==> src/rtl/asym_fifo_pkg.sv <==
// Shared constants and helpers for the asymmetric FIFO controller.
// Holds the default geometry, the derived units-per-access constants, the
// fill-level width helper and a configuration sanity check used at
// elaboration time.
package asym_fifo_pkg;

  localparam int DEF_RAM_DEPTH = 32;
  localparam int DEF_WR_WIDTH  = 8;
  localparam int DEF_RD_WIDTH  = 32;
  localparam int DEF_RAM_WIDTH = 8;

  // RAM units moved by one producer write / one consumer read
  localparam int DEF_WR_IND = DEF_WR_WIDTH / DEF_RAM_WIDTH;
  localparam int DEF_RD_IND = DEF_RD_WIDTH / DEF_RAM_WIDTH;

  // Level must represent 0..depth inclusive, hence one bit more than the address
  function automatic int lvl_width(input int depth);
    return $clog2(depth) + 1;
  endfunction

  // Depth power of two, widths integral multiples of the RAM unit, and
  // depth divisible by both granule sizes so no granule straddles the wrap.
  function automatic bit cfg_ok(input int depth, input int ram_w,
                                input int wr_w, input int rd_w);
    bit ok;
    ok = (depth > 0) && ((depth & (depth - 1)) == 0);
    ok = ok && (ram_w > 0) && (wr_w % ram_w == 0) && (rd_w % ram_w == 0);
    ok = ok && (wr_w >= ram_w) && (rd_w >= ram_w);
    if (ok) begin
      ok = (depth % (wr_w / ram_w) == 0) && (depth % (rd_w / ram_w) == 0);
    end
    return ok;
  endfunction

endpackage

==> src/rtl/asym_fifo_ctrl_if.sv <==
// Producer/consumer bus of the asymmetric FIFO controller.
//   master: the user side (drives wr_req/wr_data/rd_req, sees flags and data)
//   slave : the controller side
// Signals: wr_req, wr_data, full, almost_full, wr_overflow,
//          rd_req, rd_data, rd_valid, empty, almost_empty, rd_underflow,
//          fill_level.
interface asym_fifo_ctrl_if import asym_fifo_pkg::*; #(
  parameter int WR_WIDTH = DEF_WR_WIDTH,
  parameter int RD_WIDTH = DEF_RD_WIDTH,
  parameter int LVL_W    = lvl_width(DEF_RAM_DEPTH)
);
  logic                wr_req;
  logic [WR_WIDTH-1:0] wr_data;
  logic                full;
  logic                almost_full;
  logic                wr_overflow;
  logic                rd_req;
  logic [RD_WIDTH-1:0] rd_data;
  logic                rd_valid;
  logic                empty;
  logic                almost_empty;
  logic                rd_underflow;
  logic [LVL_W-1:0]    fill_level;

  modport master (
    output wr_req, wr_data, rd_req,
    input  full, almost_full, wr_overflow, rd_data, rd_valid,
           empty, almost_empty, rd_underflow, fill_level
  );

  modport slave (
    input  wr_req, wr_data, rd_req,
    output full, almost_full, wr_overflow, rd_data, rd_valid,
           empty, almost_empty, rd_underflow, fill_level
  );
endinterface

==> src/rtl/asym_fifo_ptr.sv <==
// Granule pointer: advances by STEP (mod 2**W) on each cycle inc is high.
// Ports: clk, rst (sync, active-high, clears to 0), inc, ptr (registered).
module asym_fifo_ptr #(
  parameter int STEP = 1,
  parameter int W    = 5
) (
  input  logic         clk,
  input  logic         rst,
  input  logic         inc,
  output logic [W-1:0] ptr
);

  // Natural W-bit overflow implements the modulo-depth wrap
  always_ff @(posedge clk) begin
    if (rst) begin
      ptr <= '0;
    end else if (inc) begin
      ptr <= ptr + W'(STEP);
    end
  end

endmodule

==> src/rtl/asym_fifo_ctrl.sv <==
// Single-clock controller running an asymmetric simple dual-port RAM as a
// synchronous FIFO: narrow producer writes, wide consumer reads.
// Ports:
//   clk, rst        : clock and synchronous active-high reset
//   bus (slave)     : producer/consumer handshake, flags, fill level, read data
//   ram_wr_en/addr/data : RAM write port
//   ram_rd_addr     : RAM read address (always driven with the read pointer)
//   ram_rd_data     : RAM registered read data, passed straight to bus.rd_data
module asym_fifo_ctrl import asym_fifo_pkg::*; #(
  parameter int RAM_DEPTH      = DEF_RAM_DEPTH,
  parameter int RAM_ADDR_WIDTH = $clog2(RAM_DEPTH),
  parameter int WR_WIDTH       = DEF_WR_WIDTH,
  parameter int RD_WIDTH       = DEF_RD_WIDTH,
  parameter int RAM_WIDTH      = DEF_RAM_WIDTH,
  parameter int WR_IND         = WR_WIDTH / RAM_WIDTH,
  parameter int RD_IND         = RD_WIDTH / RAM_WIDTH,
  parameter int AF_LEVEL       = 28,
  parameter int AE_LEVEL       = 4
) (
  input  logic                      clk,
  input  logic                      rst,
  asym_fifo_ctrl_if.slave           bus,
  output logic                      ram_wr_en,
  output logic [RAM_ADDR_WIDTH-1:0] ram_wr_addr,
  output logic [WR_WIDTH-1:0]       ram_wr_data,
  output logic [RAM_ADDR_WIDTH-1:0] ram_rd_addr,
  input  logic [RD_WIDTH-1:0]       ram_rd_data
);

  localparam int LVL_W = RAM_ADDR_WIDTH + 1;

  if (!cfg_ok(RAM_DEPTH, RAM_WIDTH, WR_WIDTH, RD_WIDTH)) begin : g_bad_geometry
    $error("asym_fifo_ctrl: inconsistent depth/width configuration");
  end
  if (RAM_ADDR_WIDTH != $clog2(RAM_DEPTH) ||
      WR_IND != WR_WIDTH / RAM_WIDTH || RD_IND != RD_WIDTH / RAM_WIDTH) begin : g_bad_derived
    $error("asym_fifo_ctrl: derived parameters do not match widths");
  end

  logic [RAM_ADDR_WIDTH-1:0] wr_ptr;
  logic [RAM_ADDR_WIDTH-1:0] rd_ptr;
  logic [LVL_W-1:0]          level;
  logic [LVL_W-1:0]          level_next;
  logic                      full_q;
  logic                      empty_q;
  logic                      af_q;
  logic                      ae_q;
  logic                      ovf_q;
  logic                      unf_q;
  logic                      vld_p1;
  logic                      wr_acc;
  logic                      rd_acc;

  // Both requests are judged on the registered flags, so a simultaneous
  // write and read can each be accepted in the same cycle.
  assign wr_acc = bus.wr_req & ~full_q;
  assign rd_acc = bus.rd_req & ~empty_q;

  asym_fifo_ptr #(.STEP(WR_IND), .W(RAM_ADDR_WIDTH)) u_wr_ptr (
    .clk (clk),
    .rst (rst),
    .inc (wr_acc),
    .ptr (wr_ptr)
  );

  asym_fifo_ptr #(.STEP(RD_IND), .W(RAM_ADDR_WIDTH)) u_rd_ptr (
    .clk (clk),
    .rst (rst),
    .inc (rd_acc),
    .ptr (rd_ptr)
  );

  // Flow control keeps level within 0..RAM_DEPTH, so no saturation needed
  always_comb begin
    level_next = level;
    if (wr_acc) level_next = level_next + LVL_W'(WR_IND);
    if (rd_acc) level_next = level_next - LVL_W'(RD_IND);
  end

  // ---- stage p1: level, flags, sticky errors and read-data qualifier ----
  always_ff @(posedge clk) begin
    if (rst) begin
      level   <= '0;
      full_q  <= 1'b0;
      empty_q <= 1'b1;
      af_q    <= 1'b0;
      ae_q    <= 1'b1;
      ovf_q   <= 1'b0;
      unf_q   <= 1'b0;
      vld_p1  <= 1'b0;
    end else begin
      level   <= level_next;
      full_q  <= level_next >  LVL_W'(RAM_DEPTH - WR_IND);
      empty_q <= level_next <  LVL_W'(RD_IND);
      af_q    <= level_next >= LVL_W'(AF_LEVEL);
      ae_q    <= level_next <= LVL_W'(AE_LEVEL);
      ovf_q   <= ovf_q | (bus.wr_req & full_q);
      unf_q   <= unf_q | (bus.rd_req & empty_q);
      vld_p1  <= rd_acc;
    end
  end

  assign ram_wr_en   = wr_acc;
  assign ram_wr_addr = wr_ptr;
  assign ram_wr_data = bus.wr_data;
  assign ram_rd_addr = rd_ptr;

  assign bus.rd_data      = ram_rd_data;
  assign bus.rd_valid     = vld_p1;
  assign bus.full         = full_q;
  assign bus.almost_full  = af_q;
  assign bus.wr_overflow  = ovf_q;
  assign bus.empty        = empty_q;
  assign bus.almost_empty = ae_q;
  assign bus.rd_underflow = unf_q;
  assign bus.fill_level   = level;

endmodule

==> src/flat_wrapper.sv <==
// flat-port wrapper written by rule: the top's interface ports become plain ports
module asym_fifo_ctrl_flat import asym_fifo_pkg::*;
#(
  parameter int RAM_DEPTH      = DEF_RAM_DEPTH,
  parameter int RAM_ADDR_WIDTH = $clog2(RAM_DEPTH),
  parameter int WR_WIDTH       = DEF_WR_WIDTH,
  parameter int RD_WIDTH       = DEF_RD_WIDTH,
  parameter int RAM_WIDTH      = DEF_RAM_WIDTH,
  parameter int WR_IND         = WR_WIDTH / RAM_WIDTH,
  parameter int RD_IND         = RD_WIDTH / RAM_WIDTH,
  parameter int AF_LEVEL       = 28,
  parameter int AE_LEVEL       = 4
)
  (clk, rst, ram_wr_en, ram_wr_addr, ram_wr_data, ram_rd_addr, ram_rd_data, bus_wr_req, bus_wr_data, bus_rd_req, bus_full, bus_almost_full, bus_wr_overflow, bus_rd_data, bus_rd_valid, bus_empty, bus_almost_empty, bus_rd_underflow, bus_fill_level);
  asym_fifo_ctrl_if #(.WR_WIDTH(WR_WIDTH), .RD_WIDTH(RD_WIDTH), .LVL_W(6)) bus_i ();
  input  logic clk;
  input  logic rst;
  output logic ram_wr_en;
  output logic [RAM_ADDR_WIDTH-1:0] ram_wr_addr;
  output logic [WR_WIDTH-1:0] ram_wr_data;
  output logic [RAM_ADDR_WIDTH-1:0] ram_rd_addr;
  input  logic [RD_WIDTH-1:0] ram_rd_data;
  input wire logic [$bits(bus_i.wr_req)-1:0] bus_wr_req;
  input wire logic [$bits(bus_i.wr_data)-1:0] bus_wr_data;
  input wire logic [$bits(bus_i.rd_req)-1:0] bus_rd_req;
  output wire logic [$bits(bus_i.full)-1:0] bus_full;
  output wire logic [$bits(bus_i.almost_full)-1:0] bus_almost_full;
  output wire logic [$bits(bus_i.wr_overflow)-1:0] bus_wr_overflow;
  output wire logic [$bits(bus_i.rd_data)-1:0] bus_rd_data;
  output wire logic [$bits(bus_i.rd_valid)-1:0] bus_rd_valid;
  output wire logic [$bits(bus_i.empty)-1:0] bus_empty;
  output wire logic [$bits(bus_i.almost_empty)-1:0] bus_almost_empty;
  output wire logic [$bits(bus_i.rd_underflow)-1:0] bus_rd_underflow;
  output wire logic [$bits(bus_i.fill_level)-1:0] bus_fill_level;
  assign bus_i.wr_req = bus_wr_req;
  assign bus_i.wr_data = bus_wr_data;
  assign bus_i.rd_req = bus_rd_req;
  assign bus_full = bus_i.full;
  assign bus_almost_full = bus_i.almost_full;
  assign bus_wr_overflow = bus_i.wr_overflow;
  assign bus_rd_data = bus_i.rd_data;
  assign bus_rd_valid = bus_i.rd_valid;
  assign bus_empty = bus_i.empty;
  assign bus_almost_empty = bus_i.almost_empty;
  assign bus_rd_underflow = bus_i.rd_underflow;
  assign bus_fill_level = bus_i.fill_level;
  asym_fifo_ctrl #(.RAM_DEPTH(RAM_DEPTH), .RAM_ADDR_WIDTH(RAM_ADDR_WIDTH), .WR_WIDTH(WR_WIDTH), .RD_WIDTH(RD_WIDTH), .RAM_WIDTH(RAM_WIDTH), .WR_IND(WR_IND), .RD_IND(RD_IND), .AF_LEVEL(AF_LEVEL), .AE_LEVEL(AE_LEVEL)) u_core (.clk(clk), .rst(rst), .bus(bus_i), .ram_wr_en(ram_wr_en), .ram_wr_addr(ram_wr_addr), .ram_wr_data(ram_wr_data), .ram_rd_addr(ram_rd_addr), .ram_rd_data(ram_rd_data));
endmodule
==> config.mk <==
export PLATFORM = sky130hd
export DESIGN_NAME = asym_fifo_ctrl_flat
export DESIGN_NICKNAME = d
export VERILOG_FILES = /design/src/rtl/asym_fifo_pkg.sv /design/src/rtl/asym_fifo_ctrl_if.sv /design/src/rtl/asym_fifo_ptr.sv /design/src/rtl/asym_fifo_ctrl.sv /design/src/flat_wrapper.sv
export SDC_FILE = /design/constraint.sdc
export NUM_CORES = 1
export LEC_CHECK = 0
export CORE_MARGIN = 1
export CORE_UTILIZATION = 32
export CTS_CLUSTER_SIZE = 28
export DETAILED_ROUTE_END_ITERATION = 6
export PLACE_DENSITY = 0.8
export SLEW_MARGIN = 20
export SYNTH_ARGS = -nofsm -noshare
export SYNTH_HDL_FRONTEND = slang
export SYNTH_HIERARCHICAL = 1
export SYNTH_SLANG_ARGS = --single-unit
==> constraint.sdc <==
create_clock -name clk -period 2.4 [get_ports clk]
set_input_delay 0.48 -clock clk [delete_from_list [all_inputs] [get_ports clk]]
set_output_delay 0.48 -clock clk [all_outputs]
set_load 0.03 [all_outputs]
# Word level (Yosys, flattened, before mapping)
# Index checks and enable logic that the tools add are counted.
dict set report totals {
  regBits 23
  in_bits 44
  output_inout_bits 64
  wordCells 28
}
dict set report op_classes {
  add_sub_neg 4
  order_cmp 4
  n_mux 2
  bitwise_logic 8
}
# op n
set ops {}
lappend ops {{$mux W6} 2}
lappend ops {{$add A6 B1 Y6 const B} 1}
lappend ops {{$ge A6 B5 Y1 const B} 1}
lappend ops {{$gt A6 B5 Y1 const B} 1}
lappend ops {{$le A6 B3 Y1 const B} 1}
lappend ops {{$lt A6 B3 Y1 const B} 1}
lappend ops {{$sub A6 B3 Y6 const B} 1}
lappend ops {{$add A5 B1 Y5 const B} 1}
lappend ops {{$add A5 B3 Y5 const B} 1}
lappend ops {{$and A1 B1 Y1} 4}
lappend ops {{$not A1 Y1} 2}
lappend ops {{$or A1 B1 Y1} 2}

# Depth between registers and ports, before layout
dict set report depth {
  ltp_word 6
  mapped_depth 8
  depth_no_buf 8
}

# By module
# The synthesis kept the hierarchy.
# mod instances cells_each area_per_inst_um2 seq_area_each_um2
set modules_own_cells {}
lappend modules_own_cells {asym_fifo_ctrl 1 101 909.6 260.2}
lappend modules_own_cells {{asym_fifo_ptr at u_core.u_wr_ptr} 1 22 247.7 100.1}
lappend modules_own_cells {{asym_fifo_ptr at u_core.u_rd_ptr} 1 14 140.1 60.1}

# Worst setup path after synthesis
# No wires, ideal clock.
dict set report synth_timing {
  kind {flip-flop to flip-flop}
  start {reg u_core.level[0], in the netlist u_core/bus.fill_level[0]}
  end {reg u_core.empty_q, in the netlist u_core/bus.empty}
  setup_ns 0.115
  arrival_time_ns 2.127
  t_required_ns 2.285
  path_slack_ns 0.158
  path_stages_with_launch 8
  path_buffers 0
  synth_period_minus_slack_ns 2.242
  cell_sequence {dfxtp_1 nand3b_1 or2_1 xor2_1 ha_1 xnor3_1 a32o_1 a31o_1}
}
dict set report synth_via {
  elab_chain_len 5
}
# element line
set synth_rtl {}
lappend synth_rtl {{start: declaration} asym_fifo_ctrl.sv:42} ;# logic [LVL_W-1:0] level;
lappend synth_rtl {{start signal: assignment} asym_fifo_ctrl.sv:92} ;# level <= level_next;
lappend synth_rtl {{$add A6 B1 Y6} asym_fifo_ctrl.sv:76} ;# if (wr_acc) level_next = level_next + LVL_W'(WR_IND);
lappend synth_rtl {{$mux W6 *} asym_fifo_ctrl.sv:76}
lappend synth_rtl {{$sub A6 B3 Y6} asym_fifo_ctrl.sv:77} ;# if (rd_acc) level_next = level_next - LVL_W'(RD_IND);
lappend synth_rtl {{$mux W6 *} asym_fifo_ctrl.sv:77}
lappend synth_rtl {{$lt A6 B3 Y1 *} asym_fifo_ctrl.sv:94} ;# empty_q <= level_next < LVL_W'(RD_IND);
lappend synth_rtl {{end signal: assignment} asym_fifo_ctrl.sv:94}
lappend synth_rtl {{end: declaration} asym_fifo_ctrl.sv:45} ;# logic empty_q;
# Mark *: on every way between the ends. The rest lies on a longest branch, timed or not.
# A chain may end at the register's enable or synchronous reset.

# Final worst setup path
dict set report layout_timing {
  start {in bus_wr_req}
  end {reg u_core.empty_q, in the netlist u_core/bus.empty}
}
dict set report layout_via {
  elab_chain_len 5
}
# element line
set layout_rtl {}
lappend layout_rtl {{start: declaration} flat_wrapper.sv:23} ;# input wire logic [$bits(bus_i.wr_req)-1:0] bus_wr_req;
lappend layout_rtl {{$and A1 B1 Y1 *} asym_fifo_ctrl.sv:56} ;# assign wr_acc = bus.wr_req & ~full_q;
lappend layout_rtl {{$mux W6 *} asym_fifo_ctrl.sv:76}
lappend layout_rtl {{$sub A6 B3 Y6} asym_fifo_ctrl.sv:77}
lappend layout_rtl {{$mux W6 *} asym_fifo_ctrl.sv:77}
lappend layout_rtl {{$lt A6 B3 Y1 *} asym_fifo_ctrl.sv:94}
# Marked as above.

==> impl_metrics.py <==
metrics = {
    "pwr": {
        "p_leak_nw": 0.573,
        "p_total_mw": 1.38,
        "pwr-share-seq_pct": 35.9,
        "p_sw_share_pct": 37.8,
        "p_per_area_nw_per_um2": 991,
        "switchingPower_mw": 0.523,
        "pwr-share-comb_pct": 47.5,
        "p_int_mw": 0.861,
        "power_frac_clock_pct": 16.6,
        "ir_worst_vdd_mv": 0.330,
    },
    "placement": {
        "hpwl_um": 1610,
        "numPortBuffers": 25,
        "gp_congestion": 0.845,
        "dp_slack_ps": -195,
        "placedCellCount": 176,
    },
    "logic_synthesis": {
        "synthFlopType": "dfxtp_1",
        "synth_cells": 137,
        "synth_common_cells": "buf_4 (43), dfxtp_1 (21), nor2_1 (17), a21oi_1 (5), xnor2_1 (5)",
        "synthesis.area_sq_um": 1300,
        "yosys.area.top_type": "dfxtp_1",
        "ys_seq_area_share_pct": 32.4,
        "synth-edff-count": 0,
        "netlist_top_cells_area": "dfxtp_1 (32%), buf_4 (25%), nor2_1 (4.9%)",
        "synth_cell_types": 34,
        "ys_ff_latch": 21,
        "synth_warnings": 6,
        "syn_avg_cell_area_sq_um": 9.47,
        "synthArstFlopShare_pct": 0,
        "synth_top_area_share_pct": 32.4,
        "synth.most_common_cell": "buf_4",
    },
    "setup_path": {
        "slowest_stage": "clkdlybuf4s50_1",
        "crit_buf_inv": 1,
        "cp.arrival_ps": 2460,
        "cp_top_family": "XOR/XNOR gates",
        "path_cells": "clkdlybuf4s50_1 -> nand3b_1 -> or2_1 -> xor2_1 -> ha_2 -> xnor3_1 -> a32o_1 -> a31o_1",
        "required_ps": 2550,
        "path_max_fanout": 2,
        "cpPeakStageDelay_ps": 480,
        "start_kind": "input port",
        "worst_setup_path_end_kind": "register",
        "path_class": "in2reg",
    },
    "outcome": {
        "outcome": "completed",
    },
    "clock_tree": {
        "clk_latency_ps": 250,
        "cts_buffers": 3,
        "clkTransAtPathRegs_ps": 70,
        "post-cts-setup-buffer-count": 0,
        "cts_max_level": 1,
        "cts_root_buf": "clkbuf_8",
        "cts_tree": "built",
        "clock-sinks": 21,
        "clockBufferDepth": 2,
    },
    "layout": {
        "final_nets": 181,
        "largest_register_ffs": 6,
        "drive_above_1_share_pct": 17.4,
        "syn2layout_area_growth_pct": 7.71,
        "antennaDiodeCount": 0,
        "instances_no_fill": 180,
    },
    "die": {
        "die_w_um": 65.7,
        "core_sq_um": 3770,
        "pin_count": 108,
        "start_util_pct": 34.4,
        "rows": 22,
        "die_y_um": 65.7,
        "dieArea_sq_um": 4310,
    },
    "route": {
        "dr.pass1.iters": 4,
        "wl_per_cell_um": 11.7,
        "drt_wl_total_um": 2110,
        "dr_total_vias": 813,
        "postRouteAntennaNets": 0,
        "avgViaCountPerCell": 4.52,
        "route.detailed.drc": 0,
        "first_iter_violations": 16,
    },
    "sta": {
        "rsz0062_at_grt": "false",
        "fin_crit_ps": 2310,
        "setup-tns-final_ps": 0,
        "finalClockSkew_ps": 0.993,
        "fmax_mhz": 433,
        "hold_viol": 0,
        "period_share_pct": 96.2,
        "hold_slack_ps": 471,
        "drv_slew": 0,
        "setup_slack_ps": 91.0,
        "setup_viol": 0,
    },
    "flow_run": {
        "drv_cap": 0,
    },
    "global_routing": {
        "grt_antenna_before_repair": 0,
        "grt_pass1_vias": 808,
        "grt_start_max_net_pins": 14,
        "grt_pass1_wl_um": 3510,
        "gr-total-overflow": 0,
        "grtUsageTotal_pct": 10.5,
    },
    "worst_hold_path": {
        "hold_path_class": "reg2reg",
    },
}
power groups by stage:
stage               Sequential, mW  Combinational [mW]  Clock (mW)
finish                       0.498               0.658       0.229
global route                 0.510               0.705       0.257
CTS                          0.499               0.657       0.238
detailed placement           0.507               0.656           0
global placement             0.505               0.644           0
floorplan                    0.636               0.399           0
metrics by stage:
step | util [%] | cell area [sq um]
floorplan | - | 1300
global placement | 35.7 | 1350
detailed placement | 35.7 | 1350
CTS | 36.9 | 1390
global route | 37.1 | 1400
finish | 37.1 | 1400
worst register-to-register path, delay by kind of cell, from the launching register on:
family	cells	cell delay, ps
simple gates	2	380
compound gates	2	430
xor+xnor	2	490
flops	1	430
fa+ha+maj	1	230
area by class of cell:
class                      count  area, sq um
multi-input combinational     71          546
tap                           48         60.1
inverter                       1         3.75
timing repair buffer          35          323
clock buffer                   4         45.0
fill                         378         2370
sequential                    21          420
final timing paths:
kind	startpoint	cells past startpoint	endpoint	slack, ps
hold / removal	u_core/bus.rd_underflow	2	u_core/bus.rd_underflow	470
setup reg to reg	u_core/bus.fill_level[0]	7	u_core/bus.empty	340
setup / recovery	bus_wr_req	8	u_core/bus.empty	90
hold reg to reg	u_core/bus.rd_underflow	2	u_core/bus.rd_underflow	470
cell usage in the layout, fill, tap and decap left out, types with 3 or more instances in the layout:
cell / count
mux2i_1: 3
nand3b_1: 3
a21oi_1: 4
clkbuf_8: 3
nor2b_1: 3
dfxtp_1: 21
xnor2_1: 5
nand2_1: 4
buf_4: 11
nor2_1: 17
clkdlybuf4s50_1: 24
ha_1: 3
repair_timing:
item / in CTS / in global routing
endpoints found under the setup margin: 0 / 1
gates resized for setup: 0 / 2
hold buffers: 0 / 0
metal layers:
metal | routed length, um | track usage (%) | vias to the layer above
li1 | - | - | 399
met1 | 925 | 12.0 | 388
met2 | 1030 | 17.5 | 22
met3 | 137 | 3.30 | 4
met4 | 12 | 5.43 | 0
met5 | 0 | 0 | -
cell families after synthesis:
logic type / share of synthesized area [%]
compound gates: 8.20
xor+xnor: 9.55
fa+ha+maj: 3.86
buf+inv: 26.3
flops: 32.4
mux: 4.63
other cells: 0.289
simple gates: 14.8
Note: power is estimated with default switching activity, not from simulation.
